<file path="src/rtl/tmr_vote_monitor.sv">
// Bitwise majority voter for three lock-stepped cores, with per-core disagreement
// tracking and a registered active-low resync request back into the sync controller.
module tmr_vote_monitor #(
   parameter int DATA_W         = 32,
   parameter int MISMATCH_LIMIT = 4,
   parameter int SKEW_LIMIT     = 4,
   parameter int RESYNC_CYCLES  = 16
) (
   input  logic              clk,
   input  logic              rst,
   input  logic              sync_active,
   input  logic [DATA_W-1:0] core_a_data,
   input  logic [DATA_W-1:0] core_b_data,
   input  logic [DATA_W-1:0] core_c_data,
   input  logic              core_a_valid,
   input  logic              core_b_valid,
   input  logic              core_c_valid,
   output logic [DATA_W-1:0] voted_data,
   output logic              voted_valid,
   output logic              fault_a,
   output logic              fault_b,
   output logic              fault_c,
   output logic              resync_req_n,
   output logic [1:0]        mon_state,
   output logic [7:0]        resync_count
);

   localparam logic [1:0] ST_IDLE      = 2'b00;
   localparam logic [1:0] ST_MONITOR   = 2'b01;
   localparam logic [1:0] ST_RESYNC    = 2'b10;
   localparam logic [1:0] ST_WAIT_SYNC = 2'b11;

   localparam int            PW         = (RESYNC_CYCLES > 1) ? $clog2(RESYNC_CYCLES) : 1;
   localparam logic [PW-1:0] PULSE_LAST = PW'(RESYNC_CYCLES - 1);
   localparam logic [7:0]    MM_LIMIT   = 8'(MISMATCH_LIMIT);
   localparam logic [7:0]    SK_LIMIT   = 8'(SKEW_LIMIT);

   function automatic logic [DATA_W-1:0] f_majority(input logic [DATA_W-1:0] a,
                                                    input logic [DATA_W-1:0] b,
                                                    input logic [DATA_W-1:0] c);
      return (a & b) | (a & c) | (b & c);
   endfunction

   logic [1:0]        r_state,    w_state_nxt;
   logic [7:0]        r_mm_a,     w_mm_a_nxt;
   logic [7:0]        r_mm_b,     w_mm_b_nxt;
   logic [7:0]        r_mm_c,     w_mm_c_nxt;
   logic [7:0]        r_skew,     w_skew_nxt;
   logic [PW-1:0]     r_pulse,    w_pulse_nxt;
   logic              r_seen_low, w_seen_low_nxt;
   logic [DATA_W-1:0] r_vdata,    w_vdata_nxt;
   logic              r_vvalid,   w_vvalid_nxt;
   logic [2:0]        r_fault,    w_fault_nxt;
   logic              r_resync_n, w_resync_n_nxt;
   logic [7:0]        r_count,    w_count_nxt;

   logic              w_sample;
   logic              w_skewed;
   logic              w_triple;
   logic              w_trig;
   logic [DATA_W-1:0] w_maj;
   logic [2:0]        w_dis;
   logic [7:0]        w_mm_a_upd;
   logic [7:0]        w_mm_b_upd;
   logic [7:0]        w_mm_c_upd;
   logic [7:0]        w_skew_upd;

   assign w_sample = core_a_valid & core_b_valid & core_c_valid;
   assign w_skewed = (core_a_valid ^ core_b_valid) | (core_b_valid ^ core_c_valid);
   assign w_maj    = f_majority(core_a_data, core_b_data, core_c_data);
   assign w_dis    = {core_c_data != w_maj, core_b_data != w_maj, core_a_data != w_maj};
   assign w_triple = (core_a_data != core_b_data) & (core_a_data != core_c_data) &
                     (core_b_data != core_c_data);

   // Counters hold between sample events; the limit check sees the post-update value.
   assign w_mm_a_upd = !w_sample ? r_mm_a : (w_dis[0] ? r_mm_a + 8'd1 : 8'd0);
   assign w_mm_b_upd = !w_sample ? r_mm_b : (w_dis[1] ? r_mm_b + 8'd1 : 8'd0);
   assign w_mm_c_upd = !w_sample ? r_mm_c : (w_dis[2] ? r_mm_c + 8'd1 : 8'd0);
   assign w_skew_upd = w_skewed ? r_skew + 8'd1 : 8'd0;
   assign w_trig     = (w_mm_a_upd == MM_LIMIT) | (w_mm_b_upd == MM_LIMIT) |
                       (w_mm_c_upd == MM_LIMIT) | (w_skew_upd == SK_LIMIT) |
                       (w_sample & w_triple);

   // Next-state and output computation for the monitor FSM.
   always_comb begin
      w_state_nxt    = r_state;
      w_mm_a_nxt     = r_mm_a;
      w_mm_b_nxt     = r_mm_b;
      w_mm_c_nxt     = r_mm_c;
      w_skew_nxt     = r_skew;
      w_pulse_nxt    = r_pulse;
      w_seen_low_nxt = r_seen_low;
      w_vdata_nxt    = r_vdata;
      w_vvalid_nxt   = 1'b0;
      w_fault_nxt    = r_fault;
      w_resync_n_nxt = r_resync_n;
      w_count_nxt    = r_count;
      case (r_state)
         ST_IDLE: begin
            if (sync_active) begin
               w_state_nxt = ST_MONITOR;
            end else begin
               w_state_nxt = ST_IDLE;
            end
         end
         ST_MONITOR: begin
            if (!sync_active) begin
               w_state_nxt = ST_IDLE;
               w_mm_a_nxt  = 8'd0;
               w_mm_b_nxt  = 8'd0;
               w_mm_c_nxt  = 8'd0;
               w_skew_nxt  = 8'd0;
            end else begin
               w_fault_nxt = r_fault | ({3{w_sample}} & w_dis);
               if (w_trig) begin
                  w_state_nxt    = ST_RESYNC;
                  w_mm_a_nxt     = 8'd0;
                  w_mm_b_nxt     = 8'd0;
                  w_mm_c_nxt     = 8'd0;
                  w_skew_nxt     = 8'd0;
                  w_pulse_nxt    = '0;
                  w_seen_low_nxt = 1'b0;
                  w_resync_n_nxt = 1'b0;
                  w_count_nxt    = (r_count == 8'hFF) ? r_count : r_count + 8'd1;
               end else begin
                  w_mm_a_nxt   = w_mm_a_upd;
                  w_mm_b_nxt   = w_mm_b_upd;
                  w_mm_c_nxt   = w_mm_c_upd;
                  w_skew_nxt   = w_skew_upd;
                  w_vvalid_nxt = w_sample;
                  w_vdata_nxt  = w_sample ? w_maj : r_vdata;
               end
            end
         end
         ST_RESYNC: begin
            w_seen_low_nxt = r_seen_low | ~sync_active;
            if (r_pulse == PULSE_LAST) begin
               w_state_nxt    = ST_WAIT_SYNC;
               w_resync_n_nxt = 1'b1;
            end else begin
               w_pulse_nxt = r_pulse + PW'(1);
            end
         end
         ST_WAIT_SYNC: begin
            // A level left over from before the pulse must not re-arm monitoring.
            if (sync_active && r_seen_low) begin
               w_state_nxt = ST_MONITOR;
            end else begin
               w_seen_low_nxt = r_seen_low | ~sync_active;
            end
         end
         default: begin
            w_state_nxt    = ST_IDLE;
            w_resync_n_nxt = 1'b1;
         end
      endcase
   end

   // State and output registers; resync_req_n releases asynchronously on rst.
   always_ff @(posedge clk or posedge rst) begin
      if (rst) begin
         r_state    <= ST_IDLE;
         r_mm_a     <= 8'd0;
         r_mm_b     <= 8'd0;
         r_mm_c     <= 8'd0;
         r_skew     <= 8'd0;
         r_pulse    <= '0;
         r_seen_low <= 1'b0;
         r_vdata    <= '0;
         r_vvalid   <= 1'b0;
         r_fault    <= 3'b000;
         r_resync_n <= 1'b1;
         r_count    <= 8'd0;
      end else begin
         r_state    <= w_state_nxt;
         r_mm_a     <= w_mm_a_nxt;
         r_mm_b     <= w_mm_b_nxt;
         r_mm_c     <= w_mm_c_nxt;
         r_skew     <= w_skew_nxt;
         r_pulse    <= w_pulse_nxt;
         r_seen_low <= w_seen_low_nxt;
         r_vdata    <= w_vdata_nxt;
         r_vvalid   <= w_vvalid_nxt;
         r_fault    <= w_fault_nxt;
         r_resync_n <= w_resync_n_nxt;
         r_count    <= w_count_nxt;
      end
   end

   assign voted_data   = r_vdata;
   assign voted_valid  = r_vvalid;
   assign fault_a      = r_fault[0];
   assign fault_b      = r_fault[1];
   assign fault_c      = r_fault[2];
   assign resync_req_n = r_resync_n;
   assign mon_state    = r_state;
   assign resync_count = r_count;

endmodule

</file>
<file path="config.mk">
export PLATFORM = sky130hd
export DESIGN_NAME = tmr_vote_monitor
export DESIGN_NICKNAME = d
export VERILOG_FILES = /design/src/rtl/tmr_vote_monitor.sv
export SDC_FILE = /design/constraint.sdc
export NUM_CORES = 1
export LEC_CHECK = 0
export BUFFER_PORTS_ARGS = -buffer_cell sky130_fd_sc_hd__buf_2
export CORE_UTILIZATION = 40
export DETAILED_ROUTE_END_ITERATION = 6
export PLACE_DENSITY = 0.59
export SETUP_SLACK_MARGIN = 0.5
export SLEW_MARGIN = 20
export SYNTH_ARGS = -nofsm -noshare
export SYNTH_HDL_FRONTEND = slang
export SYNTH_SLANG_ARGS = --single-unit
</file>
<file path="constraint.sdc">
create_clock -name clk -period 7.01 [get_ports clk]
set_input_delay 1.402 -clock clk [delete_from_list [all_inputs] [get_ports clk]]
set_output_delay 1.402 -clock clk [all_outputs]
set_load 0.005 [all_outputs]
</file>
==> summary.md, run 1 <==
| Metric | Value |
|---|---|
| Clk sink count | 84 |
| Via count | 7,737 |
| H-tree depth | 3 |
| Avg WL per Cell | around 20 um |
| Hold buffer count at cts | 0 |
| R2R Setup Slk | 3.24 ns |
| Die X | roughly 140 um |
| Reg2reg path depth | 10 |
| Reg-to-Reg Start | r_mm_b[0] |
| GRT Total Usage | 0.246 |
| Commonest cells after routing, fill and taps aside | buf_2 (148), nor4_1 (139), ha_1 (103), o31a_1 (96), dfrtp_1 (83) |
| VDD IR-drop max | between 0.1 and 0.15 mV |
| CTS Buf Count | 9 |
| Clock Path Buffers | 2 |
| # port buffers | approximately 150 |
| Number of synthesized register bits | 84 |
| # fillers | approximately 1,900 |
| Global-route wire length before repair | about 38,000 um |
| Top FF cell, synth | dfrtp_1 |
| Rows | 51 |
| CP top delay family | simple AND/OR/NAND/NOR gates |
| Die area | around 20,000 sq um |
| Arr. time, crit path | 5.59 ns |
| Min cycle time layout | 5.34 ns |
| Register area | around 2100 sq um |
| Number of global-route vias before repair | ~7,300 |
| Most used cell, CP | nor4_1 |
| Critical path type | primary input to flop |
| Final Hold Fails | 0 |
| Max Cap Violations | 0 |
| Worst relative slew slack | 0.350 |
| Core area | between 15,000 and 20,000 sq um |
| CP max stage cell | nor2_4 |
| Async S/R FF share, synth | 1.00 |
| Final setup vio count | 0 |
| Net Count, Synth | a little over 1,000 |
| TritonRoute pass-1 iters | 5 |
| Initial antenna violation count | 9 |
| DR DRC count | 0 |
| Post_cts resized | 0 |
| Worst Hold End | resync_req_n |
| Multi-input gate area | around 5700 sq um |
| Final Util | 0.476 |
| Crit start category | primary input |
| Setup ws final | 1.67 ns |
| Worst slew pin tran | between 0.9 and 1 ns |
| Post-CTS Setup Repair Bufs | 0 |
| Mapped Area | 7970 sq um |
| Worst Path Required | between 7 and 8 ns |
| Worst-path clk slew | 0.07 ns |
| Pleak | a little under 0.004 uW |
| Placer congestion estimate | slightly below 0.9 |
| R2r endpoint | voted_data[24] |
| Crit end category | flop |
| Initial Utilization | 0.409 |
| F_max | 187 MHz |
| CTS root buffer | clkbuf_16 |
| Sequential area share after synthesis | 0.264 |
| Setup skew after layout | between 0.01 and 0.015 ns |
| Die Y | between 100 and 150 um |
| Hold Crit Depth | 2 |
| CTS tree | built |
| Cell variety after synth | 63 |
| Max FO, Critical Path | 30 |
| CP peak stage delay | roughly 0.76 ns |
| Setup TNS | 0 ns |
| Syn avg cell area | approximately 9.7 sq um |
| Synthesis-to-finish area growth | 16.4% |
| IO Pins | roughly 150 |
| Vias per inst | 6.22 |
| Post-Synthesis Cells | 824 |
| Cell count along the critical path | 11 |
| Routed Wire Length | ~25,000 um |
| Worst-path cell chain | buf_2, ha_1, nor4_1, o22ai_1, nor4_1, nand4_1, a2bb2oi_2, o2111ai_4, nor2_4, buf_12, mux2_2 |
| Overflow left after global routing | 0 |
| Hold Path Class | flop to flop |
| EDFF count, synth | 0 |
| Pre-CTS WS | 1.26 ns |
| Status | completed |
| Hold path start | resync_req_n |
| Largest net degree at the start of global routing | approximately 70 |
| Layout cells sized above 1 | 0.221 |
| Initial drt markers | between 400 and 500 |
| Commonest non-fill, non-tap cell in the layout | buf_2 |
| Nets@finish | approximately 1,200 |
| Routed Antenna Nets | 0 |
| RSZ-0062 raised after global routing | false |
| Pins Over Slew Limit | 0 |
| Crit share post-route | 0.761 |
| Worst skew pair latency | 0.36 ns |
| Hpwl dp | between 15,000 and 20,000 um |
| PD cells | between 200 and 250 nW/um^2 |
| Ys Warns | 0 |
| CP Buf/Inv Count | 2 |
[state kept, by name (all words and copies together) (netlist names), named ones only]
name          count
r_pulse           4
r_mm_a            8
voted_data       32
r_skew            8
voted_valid       1
mon_state         1
r_seen_low        1
resync_req_n      1
r_fault           3
resync_count      8
r_mm_b            8
r_mm_c            8
[where the power goes]
group	switching, uW	internal [uW]
clock network	247	254
logic	366	374
registers	106	624
total	719	1250
[worst max path at each step]
stage,from,endpoint
floorplan,core_a_data[22],resync_count[1]
global placement,core_a_data[22],voted_data[24]
detailed placement,core_a_data[22],voted_data[24]
CTS,core_a_data[22],voted_data[24]
global route,core_a_data[22],voted_data[24]
finish,core_a_data[22],voted_data[24]
[area by class of cell]
type	instances	area share
diodes	6	0.00162
repair buffers	151	0.0837
well taps	265	0.0358
multi-input cells	712	0.615
clock inverters	7	0.00823
inverters	10	0.00418
flip-flops and latches	84	0.227
clock buffers	9	0.0243
[tightest hold or removal path: stages, from the launching register on]
cell	delay, ns
dfstp_2	0.37
inv_1	0.05
o22ai_1	0.07
[logic make-up (layout without fill, tap and decap cells)]
group | after synthesis | count (layout) | synth area share
buf+inv | 28 | 177 | 0.0199
mux | 35 | 35 | 0.0613
other cells | 0 | 6 | 0
flops | 84 | 84 | 0.264
fa+ha+maj | 103 | 103 | 0.162
xor+xnor | 17 | 17 | 0.0187
compound gates | 243 | 243 | 0.240
simple gates | 314 | 314 | 0.234
[stage by stage]
| stage | hold slack (ns) | power, uW | area [sq um] | instances |
|---|---|---|---|---|
| floorplan | 0.451 | 1170 | 7970 | 824 |
| global placement | 0.469 | 1470 | 8950 | 1222 |
| detailed placement | 0.472 | 1480 | 8950 | 1222 |
| CTS | 0.492 | 1990 | 9260 | 1238 |
| global route | 0.516 | 2110 | 9270 | 1242 |
| finish | 0.490 | 1970 | 9270 | 1244 |
[synthesized netlist by cell type, types with 7 or more instances]
| cell type | n | area, sq um |
|---|---|---|
| a21o_1 | 14 | 105 |
| nor2_1 | 15 | 56.3 |
| and3_1 | 8 | 50.1 |
| o31a_1 | 96 | 841 |
| nand2_1 | 25 | 93.8 |
| mux2_2 | 9 | 101 |
| mux2_4 | 25 | 375 |
| clkbuf_1 | 7 | 26.3 |
| dfrtp_1 | 83 | 2080 |
| nor3_1 | 12 | 60.1 |
| nand3_1 | 18 | 90.1 |
| nand2b_1 | 10 | 62.6 |
| nor2b_1 | 7 | 43.8 |
| nor4_1 | 139 | 870 |
| a21oi_1 | 7 | 35.0 |
| a22o_1 | 18 | 158 |
| o22ai_1 | 52 | 325 |
| nand4_1 | 19 | 119 |
| inv_1 | 10 | 37.5 |
| xnor2_1 | 11 | 96.3 |
| ha_1 | 103 | 1290 |
| or3_1 | 35 | 219 |
| o21ai_0 | 14 | 70.1 |
[per-layer routing]
metal	vias to the layer above	share of wire	GRT usage
met5	-	0.0012	0
met4	6	0.041	0.117
met3	59	0.049	0.0506
met2	175	0.47	0.415
met1	3662	0.44	0.298
li1	3835	-	-
Power figures use the tool's default switching activity.
==> run 2, diff against run 1 <==
- ABC_AREA: unset -> 1
- PLACE_DENSITY: 0.59 -> 0.61
- clock period: 7.01 -> 4.6 ns (I/O delays scaled with it)
==> summary.md, run 2 <==
| Metric | Value |
|---|---|
| Status | completed |
| CTS tree | built |
| Post-Synthesis Cells | 1,229 (+49%) |
| Nets@finish | 1,579 (+35%) |
| Setup skew after layout | 0.0145 ns (+0.000329 ns) |
| Top post-synthesis cells by count | nand2_1 (418), inv_1 (178), ha_1 (103) |
| Most used cell, CP | nand2_1 |
| Crit start category | primary input |
| Most frequent cell after synthesis | nand2_1 |
| Number of synthesized register bits | 84 (unchanged) |
| Rows | 52 (+2.0%) |
| PD cells | 326 nW/um^2 (+53%) |
| Pleak | 0.00543 uW (+37%) |
| Max Cap Violations | 0 (unchanged) |
| Synthesis-to-finish area growth | 15.9% |
| Final Hold Fails | 0 (unchanged) |
| Top FF cell, synth | dfrtp_1 |
| Worst relative slew slack | 0.518 (+0.168) |
| # fillers | 2,134 (+12%) |
| Die Y | 146 um (+2.3%) |
| Worst-path clk slew | 0.07 ns (about the same) |
| Hold buffer count at cts | 0 (unchanged) |
| EDFF count, synth | 0 (unchanged) |
| Layout cells sized above 1 | 0.173 (-0.0484) |
| DR DRC count | 0 (unchanged) |
| Synth area leaders | dfrtp_1 (25%), nand2_1 (19%), ha_1 (15%) |
| Routed Wire Length | 24,100 um (-2.0%) |
| Critical path type | primary input to flop |
| Vias per inst | 5.02 (-19%) |
| Sequential area share after synthesis | 0.252 (-0.0118) |
| Die X | 146 um (+2.3%) |
| Mapped Area | 8340 sq um (+4.7%) |
| Initial antenna violation count | 5 (-4) |
| Clk sink count | 84 (unchanged) |
| Max FO, Critical Path | 33 (+10%) |
| Net Count, Synth | 1,434 (+39%) |
| Placed cell count | 1,633 (+34%) |
| Routed Antenna Nets | 0 (unchanged) |
| H-tree depth | 3 (unchanged) |
| Commonest non-fill, non-tap cell in the layout | nand2_1 |
| Arr. time, crit path | 3.73 ns (-1.86 ns) |
| Final setup vio count | 0 (unchanged) |
| Reg2reg path depth | 9 (-1) |
| Global-route wire length before repair | 39,200 um (+2.1%) |
| CP max stage cell | nand3_4 |
| Via count | 8,300 (+7.3%) |
| GRT Total Usage | 0.232 (-0.0144) |
| Worst slew pin tran | 0.723 ns (-0.251 ns) |
| Die area | 21,400 sq um (+4.6%) |
| Hold Path Class | flop to flop |
| RSZ-0062 raised after global routing | false |
| R2R Setup Slk | 1.78 ns (-1.46 ns) |
| TritonRoute pass-1 iters | 6 (+1) |
| Critical Path Start | core_b_valid |
| Number of global-route vias before repair | 7,697 (+5.5%) |
| Syn avg cell area | 6.79 sq um (-30%) |
| Worst skew pair latency | 0.36 ns (about the same) |
| Crit end category | flop |
| Initial Utilization | 0.410 (about the same) |
| Dominant cell type by area after synthesis | dfrtp_1 |
| Placer congestion estimate | 0.912 (+2.5%) |
| Cell variety after synth | 35 (-44%) |
| Crit share post-route | 0.760 |
| Pins Over Slew Limit | 0 (unchanged) |
| CTS Buf Count | 9 (unchanged) |
| Overflow left after global routing | 0 (unchanged) |
| Avg WL per Cell | 14.6 um (-26%) |
| Worst-path cell chain | buf_2, ha_1, nand2_1, inv_2, buf_4, buf_4, nand3_2, nand3_1, nor2_1, nand3_1, nand2_1, nor2_4, nand3_4, nand2_1, nand2_1 |
| Ys Warns | 0 (unchanged) |
| Hold slack | 0.466 ns (-0.0235 ns) |
| IO Pins | 149 (unchanged) |
| Post-CTS Setup Repair Bufs | 0 (unchanged) |
| Largest net degree at the start of global routing | 56 (-18%) |
| # port buffers | 148 (unchanged) |
| Commonest cells after routing, fill and taps aside | nand2_1 (418), inv_1 (177), buf_2 (148), ha_1 (103), nand4_1 (92) |
| Async S/R FF share, synth | 1.00 (unchanged) |
| Reg-to-Reg Start | mon_state[0] |
| Core area | 20,400 sq um (+4.6%) |
| Worst Path Required | 4.83 ns (-2.43 ns) |
| Min cycle time layout | 3.50 ns |
| Initial drt markers | 399 (-2.7%) |
| Synth top area share | 0.249 (-0.0117) |
| VDD IR-drop max | 0.152 mV (+27%) |
| Setup TNS | 0 ns (unchanged) |
| Finished Layout Cells | 1,653 (+33%) |
| Max reg flops | 32 (unchanged) |
| Clock Path Buffers | 2 (unchanged) |
| Post_cts resized | 0 (unchanged) |
| CP peak stage delay | 0.44 ns (-0.32 ns) |
| Hpwl dp | 19,700 um (+1.5%) |
| Crit path capture | voted_data[19] |
| Final Util | 0.475 (-0.00144) |
| R2r endpoint | voted_data[19] |
| CTS root buffer | clkbuf_16 |
| F_max | between 200 and 300 MHz |
run 2: how the worst min path moves through the flow:
stage                   start        endpoint  slack (ns)  cells after the start
2_1_floorplan    resync_req_n    resync_req_n        0.45                      2
3_3_place_gp   voted_data[21]  voted_data[21]        0.45                      2
3_5_place_dp   voted_data[21]  voted_data[21]        0.46                      2
4_1_cts          resync_req_n    resync_req_n        0.47                      2
5_1_grt          resync_req_n    resync_req_n        0.49                      2
6_report         resync_req_n    resync_req_n        0.47                      2
run 2: report_power, final:
| group | switching [uW] | leakage [uW] | total, uW | internal, uW |
|---|---|---|---|---|
| Clock | 340 | 0.000148 | 769 | 429 |
| Sequential | 185 | 0.00111 | 1150 | 968 |
| Combinational | 754 | 0.00417 | 1230 | 475 |
| Total | 1280 | 0.00543 | 3150 | 1870 |
run 2: stage by stage:
step | total power (uW) | cell area [sq um] | setup WS [ns]
2_1_floorplan | 1890 | 8340 | 1.52
3_5_place_dp | 2400 | 9350 | 0.761
5_1_grt | 3420 | 9670 | 0.790
6_report | 3150 | 9670 | 1.10
4_1_cts | 3180 | 9660 | 1.12
3_3_place_gp | 2390 | 9350 | 0.766
run 2: logic make-up (layout without fill, tap and decap cells):
| kind of cell | Yosys count | after routing | share of synthesized area |
|---|---|---|---|
| AOI/OAI and AO/OA | 48 | 48 | 0.0395 |
| xor gates and xnor gates | 26 | 26 | 0.0273 |
| adders and majority gates | 103 | 103 | 0.155 |
| buffers and inverters | 206 | 356 | 0.100 |
| DFF | 84 | 84 | 0.252 |
| other | 0 | 4 | 0 |
| and+or+nand+nor | 762 | 762 | 0.426 |
run 2: per-layer routing:
metal / track usage / wire length [um] / vias to the layer above
li1: - / - / 4341
met4: 0.0542 / 252 / 2
met1: 0.316 / 11500 / 3747
met2: 0.384 / 11200 / 192
met3: 0.0363 / 1100 / 18
met5: 0 / 8 / -
run 2: critical path, delay by kind of cell:
kind	cells	cell delay [ns]
AND/OR/NAND/NOR	10	1.68
adder cells (fa/ha/maj)	1	0.14
buffers and inverters	4	0.99
run 2: area by class of cell:
type / instances / area (sq um) / area share
inverter: 184 / 693 / 0.0717
timing repair buffer: 156 / 813 / 0.0841
clock inverter: 7 / 80.1 / 0.00828
sequential: 84 / 2100 / 0.217
clock buffer: 9 / 225 / 0.0233
antenna: 4 / 10.0 / 0.00104
tap: 270 / 338 / 0.0349
multi-input combinational: 939 / 5410 / 0.559
